--- config.mk ---
export PLATFORM = sky130hd
export DESIGN_NAME = demux32_1_reg
export DESIGN_NICKNAME = d
export VERILOG_FILES = /design/src/rtl/demux32_1_reg_pkg.sv /design/src/rtl/demux_fifo.sv /design/src/rtl/demux32_1_reg.sv
export SDC_FILE = /design/constraint.sdc
export NUM_CORES = 1
export LEC_CHECK = 0
export BUFFER_PORTS_ARGS = -buffer_cell sky130_fd_sc_hd__buf_4
export CAP_MARGIN = 15
export CORE_MARGIN = 1
export CORE_UTILIZATION = 48
export CTS_CLUSTER_DIAMETER = 30
export DETAILED_ROUTE_END_ITERATION = 8
export PLACE_DENSITY = 0.74
export SYNTH_ARGS = -nofsm -noshare
export SYNTH_HDL_FRONTEND = slang
export SYNTH_SLANG_ARGS = --single-unit
--- constraint.sdc ---
create_clock -name clk -period 4.9 [get_ports clk]
set_input_delay 1.47 -clock clk [delete_from_list [all_inputs] [get_ports clk]]
set_output_delay 1.47 -clock clk [all_outputs]
set_load 0.03 [all_outputs]
--- src/rtl/demux32_1_reg_pkg.sv ---
// Shared constants for the registered 1:2 word demultiplexer.
// Select encoding and default datapath width.
package demux32_1_reg_pkg;

  localparam logic SEL_OUT0 = 1'b0;
  localparam logic SEL_OUT1 = 1'b1;
  localparam int   DATA_W   = 32;

endpackage

--- src/rtl/demux_fifo.sv ---
// Small circular FIFO with occupancy count.
// Head word reads as zero while the FIFO is empty.
module demux_fifo #(
  parameter int WIDTH = 32,
  parameter int DEPTH = 2
) (
  input  logic                     clk,
  input  logic                     rst_n,
  input  logic                     push_i,
  input  logic [WIDTH-1:0]         data_i,
  input  logic                     pop_i,
  output logic [WIDTH-1:0]         data_o,
  output logic                     valid_o,
  output logic                     full_o,
  output logic [$clog2(DEPTH):0]   count_o
);

  localparam int AW = $clog2(DEPTH);
  localparam logic [AW-1:0] PONE  = 1;
  localparam logic [AW:0]   CONE  = 1;
  localparam logic [AW:0]   FULLC = (AW+1)'(DEPTH);

  logic [WIDTH-1:0] mem_q [DEPTH];
  logic [AW-1:0]    wptr_q, wptr_d;
  logic [AW-1:0]    rptr_q, rptr_d;
  logic [AW:0]      cnt_q, cnt_d;
  logic             do_push, do_pop;

  assign valid_o = (cnt_q != '0);
  assign full_o  = (cnt_q == FULLC);
  assign count_o = cnt_q;
  assign data_o  = valid_o ? mem_q[rptr_q] : '0;

  assign do_push = push_i & ~full_o;
  assign do_pop  = pop_i & valid_o;

  always_comb begin
    wptr_d = wptr_q;
    rptr_d = rptr_q;
    cnt_d  = cnt_q;
    if (do_push) wptr_d = wptr_q + PONE;
    if (do_pop)  rptr_d = rptr_q + PONE;
    unique case ({do_push, do_pop})
      2'b10:   cnt_d = cnt_q + CONE;
      2'b01:   cnt_d = cnt_q - CONE;
      default: cnt_d = cnt_q;
    endcase
  end

  always_ff @(posedge clk) begin
    if (!rst_n) begin
      wptr_q <= '0;
      rptr_q <= '0;
      cnt_q  <= '0;
    end else begin
      wptr_q <= wptr_d;
      rptr_q <= rptr_d;
      cnt_q  <= cnt_d;
    end
  end

  // Storage is left uncleared; the head mux hides stale entries.
  always_ff @(posedge clk) begin
    if (rst_n && do_push) mem_q[wptr_q] <= data_i;
  end

endmodule

--- src/rtl/demux32_1_reg.sv ---
// Registered 1:2 demultiplexer: one valid/ready source
// steered by a per-word select into two independent FIFOs.
module demux32_1_reg
  import demux32_1_reg_pkg::*;
#(
  parameter int WIDTH = DATA_W,
  parameter int DEPTH = 2
) (
  input  logic                   clk,
  input  logic                   rst_n,
  input  logic [WIDTH-1:0]       in_data,
  input  logic                   in_sel,
  input  logic                   in_valid,
  output logic                   in_ready,
  output logic [WIDTH-1:0]       out0_data,
  output logic                   out0_valid,
  input  logic                   out0_ready,
  output logic [WIDTH-1:0]       out1_data,
  output logic                   out1_valid,
  input  logic                   out1_ready,
  output logic [$clog2(DEPTH):0] count0,
  output logic [$clog2(DEPTH):0] count1
);

  logic full0, full1;
  logic push0, push1;

  // Readiness ignores the sink readies: a full FIFO never
  // takes a word, even when it pops on the same edge.
  assign in_ready = rst_n &
    ~((in_sel == SEL_OUT1) ? full1 : full0);

  assign push0 = in_valid & in_ready & (in_sel == SEL_OUT0);
  assign push1 = in_valid & in_ready & (in_sel == SEL_OUT1);

  demux_fifo #(.WIDTH(WIDTH), .DEPTH(DEPTH)) u_fifo0 (
    .clk     (clk),
    .rst_n   (rst_n),
    .push_i  (push0),
    .data_i  (in_data),
    .pop_i   (out0_ready),
    .data_o  (out0_data),
    .valid_o (out0_valid),
    .full_o  (full0),
    .count_o (count0)
  );

  demux_fifo #(.WIDTH(WIDTH), .DEPTH(DEPTH)) u_fifo1 (
    .clk     (clk),
    .rst_n   (rst_n),
    .push_i  (push1),
    .data_i  (in_data),
    .pop_i   (out1_ready),
    .data_o  (out1_data),
    .valid_o (out1_valid),
    .full_o  (full1),
    .count_o (count1)
  );

endmodule

## Yosys cells after proc, flatten, opt, wreduce, memory -nomap -nowiden

Memories as Yosys holds them, arrays and structs flattened. A register that Yosys moved wholly into a read port is not among the register bits.
Index checks and enable logic that the tools add are counted.

- Bits in registers: 8
- RAM bits: 128
- Bits of input ports: 38
- Output and inout bits: 71
- Word-level logic and storage cells: 53
- Memories: 2

Memory list:

| name | words | bits a word | read ports | clocked after memory_dff | write ports | RTL line | text |
|---|---|---|---|---|---|---|---|
| u_fifo0.mem_q | 2 | 32 | 1 | 1 | 1 | demux_fifo.sv:23 | `logic [WIDTH-1:0] mem_q [DEPTH];` |
| u_fifo1.mem_q | 2 | 32 | 1 | 1 | 1 | demux_fifo.sv:23 |  |

- Add/subtract/negate cells: 8
- Equality and inequality tests: 6
- Muxes and demuxes: 13
- Bitwise gates (word level): 12
- Reduce and logical (&&, ||, !) cells: 6

Operator list:

| kind | number |
|---|---|
| $mux 32 | 2 |
| $mux 1 | 9 |
| $and 1x1->1 | 8 |
| $eq 2x2->1 const B | 4 |
| $pmux 2 s2 | 2 |
| $reduce_bool 2->1 | 4 |
| $add 1x1->1 const B | 4 |
| $add 2x1->2 const B | 2 |
| $eq 2x1->1 const B | 2 |
| $not 1->1 | 4 |
| $sub 2x1->2 const B | 2 |
| $logic_and 1x1->1 | 2 |

## Depth between registers and ports, before layout

Gate-level depths: netlist of the first run.

- Word-level depth: 10
- Mapped depth: 7
- Depth with buffers taken out: 7

## Modules after synthesis

A second synthesis of the first run with hierarchy kept.

- Cells, all modules: 331
- Area, all modules: 5322.6 µm²

Modules (own cells, without submodules):

| module | times used | cells an instance | area each (µm²) | seq. area each (µm²) |
|---|---|---|---|---|
| demux_fifo | 2 | 163 | 2645.0 | 2021.9 |
| demux32_1_reg | 1 | 5 | 32.5 | 0.0 |

## Least setup slack after synthesis of the first run

Ideal clock, no wire load.

- Kind: input -> register
- Start point: input rst_n
- End point: memory u_fifo1.mem_q[0][0] (enable)
- Setup time: 0.501 ns
- Data arrival time: 4.658 ns
- Data required time: 4.399 ns
- Setup slack: -0.259 ns
- Stages on the path: 2
- Buffers on the path: 0
- Cells stage by stage: inv_1 nor4_1

- Longest elaborated chain between the ends: 7

Ends and longest elaborated chain:

| item | RTL line | text |
|---|---|---|
| start, declared | demux32_1_reg.sv:10 | `input logic rst_n,` |
| $and 1x1->1 | demux32_1_reg.sv:30 | `assign in_ready = rst_n &` |
| $and 1x1->1 (2 in series) | demux32_1_reg.sv:34 | `assign push1 = in_valid & in_ready & (in_sel == SEL_OUT1);` |
| $and 1x1->1 | demux_fifo.sv:34 | `assign do_push = push_i & ~full_o;` |
| $logic_and 1x1->1 (*) | demux_fifo.sv:64 | `if (rst_n && do_push) mem_q[wptr_q] <= data_i;` |
| $mux 1 (*) | demux_fifo.sv:64 |  |
| $mux 1 (not written as such) (*) | demux_fifo.sv:64 |  |
| end, declared | demux_fifo.sv:23 |  |

Mark *: on every way between the ends. The rest lies on a longest branch, timed or not.

==> results of run 1 <==
[flip-flops by register name, indices dropped and copies added, names as in the netlist, named ones only]
name             count
u_fifo0.mem_q       64
u_fifo1.mem_q       64
u_fifo0.count_o      2
u_fifo1.count_o      2
u_fifo0.rptr_q       1
u_fifo0.wptr_q       1
u_fifo1.rptr_q       1
u_fifo1.wptr_q       1
[cell families (layout without fill, tap and decap cells)]
group                    count (synthesis)  count (layout)  share of synthesized area, %
AO/OA/AOI/OAI                           11              11                          1.16
XOR/XNOR                                 6               6                         0.994
adder cells (fa/ha/maj)                  2               2                         0.473
buffers and inverters                   22             147                          1.80
flip-flops                             138             138                          76.5
multiplexers                            64              64                          12.1
AND/OR/NAND/NOR                         88              88                          6.98
[critical path, delay by kind of cell (launching register included)]
kind / cells / cell delay (ns)
buffers and inverters: 1 / 0.21
and+or+nand+nor: 1 / 0.08
muxes: 1 / 0.33
DFF: 1 / 1.05
[per-stage QoR]
step / cell area [um2] / util [%] / hold slack (ns)
after floorplan: 5290 / - / 0.471
after global placement: 6260 / 59.6 / 0.485
after detailed placement: 6260 / 59.6 / 0.505
after CTS: 6750 / 64.2 / 0.520
after global routing: 6750 / 64.2 / 0.532
final: 6750 / 64.2 / 0.511
[path summary, 6_finish.rpt]
check | startpoint | to | depth (start not counted)
hold / removal | u_fifo1.rptr_q | flip-flop | 2
setup / recovery | flip-flop | out1_data[17] | 3
hold reg to reg | u_fifo1.rptr_q | flip-flop | 2
setup reg to reg | u_fifo0.count_o[0] | u_fifo0.mem_q[0][22] | 3
[per-layer routing]
metal / up-vias / global-route usage, % / share of wire, %
li1: 1431 / - / -
met1: 1470 / 23.1 / 44
met4: 0 / 6.16 / 0.69
met2: 87 / 30.0 / 50
met3: 8 / 4.56 / 4.6
met5: - / 0 / 0
[cell type report]
class                           instances  area share (%)
Clock inverter                         10           0.835
Clock buffer                           20            6.31
Timing Repair Buffer                  110            12.2
Sequential cell                       138            60.0
Multi-Input combinational cell        171            17.7
Inverter                                7           0.390
Tap cell                              136            2.52
[cell usage in the layout (no fill, tap or decap), types with 2 or more instances in the layout]
| master | synthesis | final |
|---|---|---|
| inv_1 | 7 | 7 |
| o21ai_0 | 6 | 6 |
| buf_4 | 0 | 110 |
| edfxtp_1 | 128 | 128 |
| dfxtp_1 | 10 | 8 |
| nor2_4 | 0 | 4 |
| or3_1 | 4 | 4 |
| clkinv_1 | 0 | 2 |
| clkinv_2 | 0 | 5 |
| nand2_1 | 3 | 3 |
| xnor2_1 | 2 | 2 |
| clkinvlp_4 | 0 | 2 |
| mux2i_1 | 64 | 64 |
| dfxtp_2 | 0 | 2 |
| a21oi_1 | 4 | 4 |
| ha_1 | 2 | 2 |
| xor2_1 | 4 | 4 |
| nor2_1 | 75 | 71 |
| clkbuf_16 | 0 | 16 |
| clkbuf_1 | 5 | 3 |
[cells in the mapped netlist (2+ instances only)]
cell	number
inv_1	7
xor2_1	4
a21oi_1	4
mux2i_1	64
clkbuf_1	5
or3_1	4
nand2_1	3
dfxtp_1	10
buf_2	10
xnor2_1	2
nor2_1	75
ha_1	2
edfxtp_1	128
o21ai_0	6
[power by group through the flow]
stage / logic [mW] / registers, mW / clock network (mW)
floorplan: 0.487 / 1.38 / 0
global placement: 0.713 / 1.43 / 0
detailed placement: 0.724 / 1.43 / 0
CTS: 0.726 / 1.41 / 1.05
global route: 0.763 / 1.41 / 1.11
finish: 0.716 / 1.41 / 1.04
==> run_results.csv, run 1 <==
group,metric,value,unit
logic_synthesis,yosys_warnings,0,
critical_path,critPathKind,"flip-flop to output pin",
global_routing,grt_pass1_wl,15300,um
logic_synthesis,synth_top_cell_area_share,72.7,%
floorplan,rows,37,
placement,place_ws,1.35,ns
logic_synthesis,ys_seq_area_share,76.5,%
sta,layout_setup_ws,1.25,ns
clocking,tritoncts,"done",
routing,drc_errors,0,
sta,fin_skew,0.00905,ns
placement,io_buffers,108,
floorplan,io_pins,109,
sta,max_slew_margin,27.4,%
pwr,p_int,2.21,mW
critical_path,crit_chain,"mux2i_1, nor2_1, buf_4",
logic_synthesis,ys_top_cells_by_area,"edfxtp_1, mux2i_1, nor2_1, dfxtp_1, buf_2",
pwr,powerDensity,469,mW/mm2
layout,area_delta_synth_final,27.6,%
sta,rsz0062_at_grt,"no",
critical_path,critPathMaxFanout,32,
pwr,comb_power_share,22.6,%
layout,instances_no_fill,592,
sta,fin_crit,3.65,ns
global_routing,overflow,0,
logic_synthesis,synth_nets,371,
sta,drv_slew,0,
critical_path,cpPeakStageDelay,1.05,ns
pwr,cellLeakagePower,2.45,nW
placement,dp_hpwl,5950,um
critical_path,r2r_slack,2.62,ns
layout,drive_above_1_share,32.0,%
global_routing,antenna_found_initial,0,
logic_synthesis,synth_edf_count,128,
floorplan,dieArea,0.0114,mm2
sta,finalCritPeriodShare,74.5,%
clocking,htree_num_levels,4,
clocking,post_cts_buffers,0,
routing,vias,2996,
critical_path,arrival,2.18,ns
logic_synthesis,netlist_area,0.00529,mm2
clocking,clock-root-buffer,"clkbuf_8",
clocking,cts_resized,0,
global_routing,grt_pass1_vias,3013,
critical_path,start_kind,"flip-flop",
clocking,clockBufferDepth,2,
floorplan,coreArea,0.0105,mm2
routing,wire_per_inst,16.6,um
layout,fill_cells,796,
clocking,cts_sinks,138,
logic_synthesis,async_reset_ff_share,0,%
logic_synthesis,synth_seq_cells,138,
logic_synthesis,ys_types,21,
logic_synthesis,yosysTopAreaCell,"edfxtp_1",
pwr,seq_power_share,44.5,%
sta,tightest_slew,1.09,ns
routing,drt-initial-drc-count,118,
clocking,hold_buffers,0,
clocking,cts_made_buffers,17,
floorplan,die_w,107,um
layout,multi_input_area,0.00119,mm2
pwr,p_clk_share,32.9,%
logic_synthesis,synth.avg_cell_area,16.0,um2
sta,fin_setup_tns,0,ns
pwr,sw_frac_of_total,30.1,%
sta,max_freq,0.274,GHz
critical_path,critPathSlowestCell,"dfxtp_2",
routing,dr.pass1.iters,4,
logic_synthesis,ys.flop_type,"edfxtp_1",
layout,seq_area,0.00405,mm2
pwr,vdd_ir_drop_max,250,uV
routing,via_per_inst,5.06,
placement,place_inst,562,
hold_path,hold_class,"flip-flop to flip-flop",
sta,finalHoldViolCount,0,
pwr,power.switching,952,uW
status,status,"finished clean",
clocking,insertion_delay,0.50,ns
critical_path,crit_path_end_kind,"output pin",
logic_synthesis,synthCells,331,
sta,setup_violations,0,
routing,wl,9850,um
clocking,clk_pin_slew,0.06,ns
routing,antenna_left,0,
layout,antennaDiodeCount,0,
global_routing,grtUsageTotal,18.0,%
job,cap_violations,0,
global_routing,grt_max_degree,34,
critical_path,worstPathRequired,3.43,ns
floorplan,die_y,107,um
floorplan,initial_core_util,50.3,%
layout,final_nets,485,
placement,routabilityCongestion,0.707,
pwr,p_total,3.16,mW
Note: power is estimated with default switching activity, not from simulation.
==> run 2: changes to the inputs <==
--- a/config.mk
+++ b/config.mk
@@ -5,6 +5,7 @@
 export SDC_FILE = /design/constraint.sdc
 export NUM_CORES = 1
 export LEC_CHECK = 0
+export ABC_AREA = 1
 export BUFFER_PORTS_ARGS = -buffer_cell sky130_fd_sc_hd__buf_4
 export CAP_MARGIN = 15
 export CORE_MARGIN = 1
==> constraint.sdc (replaced) <==
create_clock -name clk -period 3.1 [get_ports clk]
set_input_delay 0.93 -clock clk [delete_from_list [all_inputs] [get_ports clk]]
set_output_delay 0.93 -clock clk [all_outputs]
set_load 0.03 [all_outputs]
==> run 2 against run 1 <==
Hold slack worse by 0.052 ns. Clock skew is essentially flat. Die area barely moved. Final area is 0.30% higher. Critical path type unchanged. Largest cell class unchanged. Largest power group unchanged.
==> run_results.csv, run 2 <==
group,metric,value,unit
sta,max_slew_margin,52.2,%
routing,wire_per_inst,17.1,um
placement,dp_hpwl,7060,um
floorplan,rows,37,
logic_synthesis,async_reset_ff_share,0,%
critical_path,critPathMaxFanout,25,
routing,vias,3554,
hold_path,min_from,"u_fifo1.rptr_q",
status,status,"finished clean",
floorplan,io_pins,109,
clocking,cts_sinks,138,
layout,final_cell_mix,"nand2_1, edfxtp_1, buf_4, a21oi_1, clkbuf_16",
critical_path,critPathKind,"flip-flop to output pin",
layout,final_nets,571,
sta,fin_skew,0.00858,ns
routing,via_per_inst,5.23,
logic_synthesis,synth_seq_cells,138,
layout,seq_area,0.00405,mm2
logic_synthesis,synth.most_common_cell,"nand2_1",
hold_path,min_path_cells,1,
routing,drc_errors,0,
clocking,clk_pin_slew,0.06,ns
placement,place_inst,648,
sta,tightest_slew,0.715,ns
sta,fin_crit,2.96,ns
clocking,htree_num_levels,4,
sta,max_freq,0.338,GHz
logic_synthesis,ys_top_cells_by_area,"edfxtp_1, nand2_1, a21oi_1, dfxtp_1, buf_2",
routing,drt-initial-drc-count,200,
clocking,clock-root-buffer,"clkbuf_8",
placement,io_buffers,108,
sta,finalCritPeriodShare,95.6,%
sta,whs,0.459,ns
critical_path,worstPathRequired,2.17,ns
critical_path,start_kind,"flip-flop",
clocking,hold_buffers,0,
layout,fill_cells,789,
hold_path,hold_class,"flip-flop to flip-flop",
clocking,insertion_delay,0.53,ns
critical_path,crit_chain,"nor2_4, buf_4, a21oi_1, buf_4",
clocking,clockBufferDepth,2,
hold_path,holdPathEnd,"u_fifo1.rptr_q",
layout,fin_area,0.00677,mm2
global_routing,grt_pass1_wl,17900,um
floorplan,coreArea,0.0105,mm2
critical_path,crit_cells,4,
layout,multi_input_area,0.00110,mm2
critical_path,r2r_slack,1.24,ns
pwr,powerDensity,688,mW/mm2
layout,instances_no_fill,680,
sta,drv_slew,0,
critical_path,crit_path_end_kind,"output pin",
critical_path,arrival,2.03,ns
global_routing,antenna_found_initial,0,
placement,routabilityCongestion,0.777,
logic_synthesis,ys.flop_type,"edfxtp_1",
sta,fin_setup_tns,0,ns
routing,antenna_left,0,
logic_synthesis,ys_seq_area_share,76.5,%
critical_path,startpoint,"u_fifo0.count_o[1]",
layout,antennaDiodeCount,0,
critical_path,rr_endpoint,"u_fifo0.count_o[1]",
floorplan,die_y,107,um
layout,final_common_cell,"nand2_1",
logic_synthesis,ys_types,15,
floorplan,die_w,107,um
logic_synthesis,synth_edf_count,128,
critical_path,crit_family,"simple AND/OR/NAND/NOR gates",
floorplan,dieArea,0.0114,mm2
layout,drive_above_1_share,29.0,%
clocking,tritoncts,"done",
logic_synthesis,synthCells,416,
layout,area_delta_synth_final,28.0,%
critical_path,cp_common_cell,"buf_4",
pwr,vdd_ir_drop_max,457,uV
job,cap_violations,0,
global_routing,grt_pass1_vias,3467,
logic_synthesis,yosys_warnings,0,
critical_path,r2r_cells,7,
critical_path,cpPeakStageDelay,0.60,ns
logic_synthesis,yosysTopAreaCell,"edfxtp_1",
critical_path,path_buf_inv,2,
clocking,cts_made_buffers,17,
logic_synthesis,synth.avg_cell_area,12.7,um2
logic_synthesis,synth.top_cells.by_count,"nand2_1, edfxtp_1, a21oi_1",
clocking,post_cts_buffers,0,
placement,dpl_cell_area,0.00625,mm2
logic_synthesis,netlist_area,0.00529,mm2
logic_synthesis,synth_top_cell_area_share,72.7,%
critical_path,critPathSlowestCell,"nor2_4",
sta,setup_violations,0,
routing,wl,11600,um
global_routing,grt_max_degree,33,
layout,fin_util,64.4,%
clocking,cts_resized,0,
sta,rsz0062_at_grt,"no",
logic_synthesis,synth_nets,456,
floorplan,initial_core_util,50.3,%
routing,dr.pass1.iters,5,
pwr,cellLeakagePower,2.65,nW
global_routing,grtUsageTotal,21.4,%
sta,finalHoldViolCount,0,
global_routing,overflow,0,
layout,reg_top3,"u_fifo0.mem_q: 64 flops, u_fifo1.mem_q: 64 flops",
critical_path,timing.rr.start,"u_fifo0.count_o[1]",
## run 2: cell count changes after synthesis, sizes merged, moves of 4 or more
cell	delta
nand2	+137
a21oi	+68
mux2i	-64
nor2	-63
buf	+11
inv	+10
clkbuf	-5
nand3	+5
or3	-5
xor2	-4
## run 2: final cells by class
| cell class | count | share of cell area [%] |
|---|---|---|
| Sequential cell | 138 | 59.8 |
| Multi-Input combinational cell | 240 | 16.2 |
| Inverter | 17 | 0.980 |
| Timing Repair Buffer | 117 | 13.0 |
| Clock buffer | 21 | 6.34 |
| Tap cell | 136 | 2.52 |
| Clock inverter | 11 | 1.18 |
## run 2: kinds of logic after synthesis
family          count (synthesis)  synth area share (%)
compound gates                 79                  7.48
fa+ha+maj                       2                 0.473
buf+inv                        38                  3.20
flops                         138                  76.5
simple gates                  159                  12.4
## run 2: worst max path at each step
stage / endpoint / slack (ns)
after floorplan: u_fifo1.mem_q[1][0] / 0.09
after global placement: in_ready / 0.68
after detailed placement: out0_data[10] / 0.67
after CTS: out1_data[11] / 0.11
after global routing: out0_data[10] / 0.04
final: out0_data[10] / 0.14
## run 2: metrics by stage
stage,setup slack [ns],power [mW]
floorplan,0.0913,2.63
global placement,0.684,2.94
detailed placement,0.670,2.95
CTS,0.107,4.67
global route,0.0396,4.80
finish,0.138,4.65
## run 2: worst reg2reg max path: cells and delay by family, from the launching register on
family | cells | cell delay [ns]
flip-flops | 1 | 0.37
adder cells (fa/ha/maj) | 1 | 0.35
AO/OA/AOI/OAI | 2 | 0.17
AND/OR/NAND/NOR | 4 | 0.86
## run 2: report_power, final
part	switching (mW)	internal, mW	leakage [nW]
logic	0.537	0.248	1.15
registers	0.0314	2.09	1.24
clock network	0.697	1.04	0.255
total	1.26	3.39	2.65
## run 2: metal layers
metal	wire [um]	global-route usage (%)	part of all wire (%)
met5	0	0	0
met4	212	6.65	1.8
met3	921	7.72	7.9
met2	5850	36.3	50
met1	4650	25.6	40
==> run 3: changes to the inputs <==
--- a/config.mk
+++ b/config.mk
@@ -10,6 +10,7 @@
 export CAP_MARGIN = 15
 export CORE_MARGIN = 1
 export CORE_UTILIZATION = 48
+export CTS_BUF_LIST = sky130_fd_sc_hd__clkbuf_8
 export CTS_CLUSTER_DIAMETER = 30
 export DETAILED_ROUTE_END_ITERATION = 8
 export PLACE_DENSITY = 0.74
==> run 3 against run 2 <==
Combinational power about the same. Routed wire length decreased by 3.0%. Highest routed layer unchanged. Final area shrank 2.7%. Flip-flop and latch count is the same. Core utilization fell by 1.8 points. Clock skew is 0.00090 ns higher. Clock power is 30% lower. First-iteration DRC count increased by 14%. Critical endpoint is now out1_data[11]. Sequential power is essentially flat. Sequential share of layout area is 1.7 points higher. Via count fell by 1.3%. Cell count unchanged.
==> run_results.csv, run 3 (same netlist as run 2, synthesis figures left out) <==
group,metric,value,unit
clocking,insertion_delay,0.42,ns
pwr,comb_power_share,19.0,%
layout,antennaDiodeCount,0,
clocking,clock-root-buffer,"clkbuf_8",
sta,fin_setup_tns,0,ns
sta,setup_violations,0,
critical_path,start_kind,"flip-flop",
status,status,"finished clean",
routing,wl,11300,um
global_routing,overflow,0,
sta,tightest_slew,0.734,ns
global_routing,grt_pass1_vias,3437,
layout,final_cell_mix,"nand2_1, edfxtp_1, buf_4, a21oi_1, clkbuf_8",
floorplan,die_w,107,um
layout,reg_top3,"u_fifo0.mem_q: 64 flops, u_fifo1.mem_q: 64 flops",
layout,drive_above_1_share,28.9,%
sta,finalHoldViolCount,0,
global_routing,grt_pass1_wl,17500,um
floorplan,initial_core_util,50.3,%
pwr,sw_frac_of_total,28.5,%
pwr,p_int,2.94,mW
sta,max_slew_margin,50.9,%
pwr,powerDensity,626,mW/mm2
hold_path,hold_class,"flip-flop to flip-flop",
critical_path,critPathKind,"flip-flop to output pin",
clocking,post_cts_buffers,0,
critical_path,worstPathRequired,2.17,ns
placement,dp_hpwl,7060,um
clocking,cts_sinks,138,
layout,fill_cells,826,
critical_path,cpPeakStageDelay,0.51,ns
layout,multi_input_area,0.00110,mm2
global_routing,grtUsageTotal,20.9,%
clocking,tritoncts,"done",
pwr,seq_power_share,51.5,%
routing,drc_errors,0,
critical_path,crit_path_end_kind,"output pin",
job,cap_violations,0,
placement,routabilityCongestion,0.777,
pwr,vdd_ir_drop_max,457,uV
sta,rsz0062_at_grt,"no",
layout,final_nets,571,
critical_path,crit_chain,"inv_2, nand2_1, a21oi_1, buf_4",
floorplan,die_y,107,um
sta,drv_slew,0,
floorplan,rows,37,
routing,vias,3507,
critical_path,arrival,1.95,ns
layout,area_delta_synth_final,24.5,%
clocking,clk_pin_slew,0.07,ns
routing,via_per_inst,5.16,
clocking,clockBufferDepth,2,
placement,io_buffers,108,
layout,fin_util,62.6,%
global_routing,grt_max_degree,33,
layout,seq_area,0.00404,mm2
clocking,cts_made_buffers,17,
sta,layout_setup_ws,0.223,ns
layout,final_common_cell,"nand2_1",
routing,drt-initial-drc-count,229,
clocking,cts_resized,0,
global_routing,antenna_found_initial,0,
placement,place_ws,0.670,ns
routing,antenna_left,0,
floorplan,io_pins,109,
pwr,cellLeakagePower,2.58,nW
routing,dr.pass1.iters,5,
critical_path,critPathMaxFanout,32,
clocking,htree_num_levels,4,
sta,fin_skew,0.00948,ns
floorplan,dieArea,0.0114,mm2
floorplan,coreArea,0.0105,mm2
critical_path,critPathSlowestCell,"inv_2",
routing,wire_per_inst,16.6,um
sta,finalCritPeriodShare,92.8,%
sta,max_freq,0.348,GHz
clocking,hold_buffers,0,
pwr,p_clk_share,29.5,%
sta,fin_crit,2.88,ns
pwr,power.switching,1.18,mW
run 3: changes by cell type in the layout (fill, tap and decap cells not counted), sizes merged:
cell    change
clkbuf      -4
inv         +4
run 3: through the flow:
stage	instance area, um2	power [mW]	std cells	hold WS (ns)
after global routing	6580	4.28	680	0.477
final	6580	4.12	680	0.462
after CTS	6580	4.15	680	0.460
after global placement	6250	2.94	648	0.443
after floorplan	5290	2.63	416	0.432
after detailed placement	6250	2.95	648	0.448
run 3: final timing paths:
check / startpoint / endpoint / slack, ns / cells past startpoint
worst max-delay path: flip-flop / out1_data[11] / 0.22 / 4
worst min-delay path: u_fifo1.rptr_q / u_fifo1.rptr_q / 0.46 / 1
worst max register to register: u_fifo0.count_o[1] / u_fifo0.count_o[1] / 1.23 / 7
worst min register to register: u_fifo1.rptr_q / u_fifo1.rptr_q / 0.46 / 1
run 3: power by group through the flow:
| stage | clock (mW) | sequential (mW) | combinational, mW |
|---|---|---|---|
| final | 1.22 | 2.12 | 0.781 |
| after global routing | 1.32 | 2.13 | 0.840 |
| after CTS | 1.24 | 2.12 | 0.789 |
| after detailed placement | 0 | 2.16 | 0.786 |
| after global placement | 0 | 2.16 | 0.775 |
| after floorplan | 0 | 2.17 | 0.466 |
run 3: metal layers:
layer | up-vias | GRT usage, % | wire length, um
li1 | 1677 | - | -
met1 | 1675 | 25.2 | 4630
met2 | 140 | 35.0 | 5640
met3 | 15 | 6.50 | 839
met4 | 0 | 8.61 | 182
met5 | - | 0 | 0
run 3: critical path: cells and delay by family, from the launching register on:
| kind | cells | cell delay (ns) |
|---|---|---|
| AOI/OAI and AO/OA | 1 | 0.24 |
| and+or+nand+nor | 1 | 0.11 |
| DFF | 1 | 0.45 |
| buffers and inverters | 2 | 0.71 |
run 3: area by class of cell:
class / count / area share (%)
sequential: 138 / 61.4
multi-input combinational: 240 / 16.7
timing repair buffer: 117 / 13.3
clock buffer: 17 / 3.56
tap: 136 / 2.59
clock inverter: 15 / 1.44
inverter: 17 / 0.970
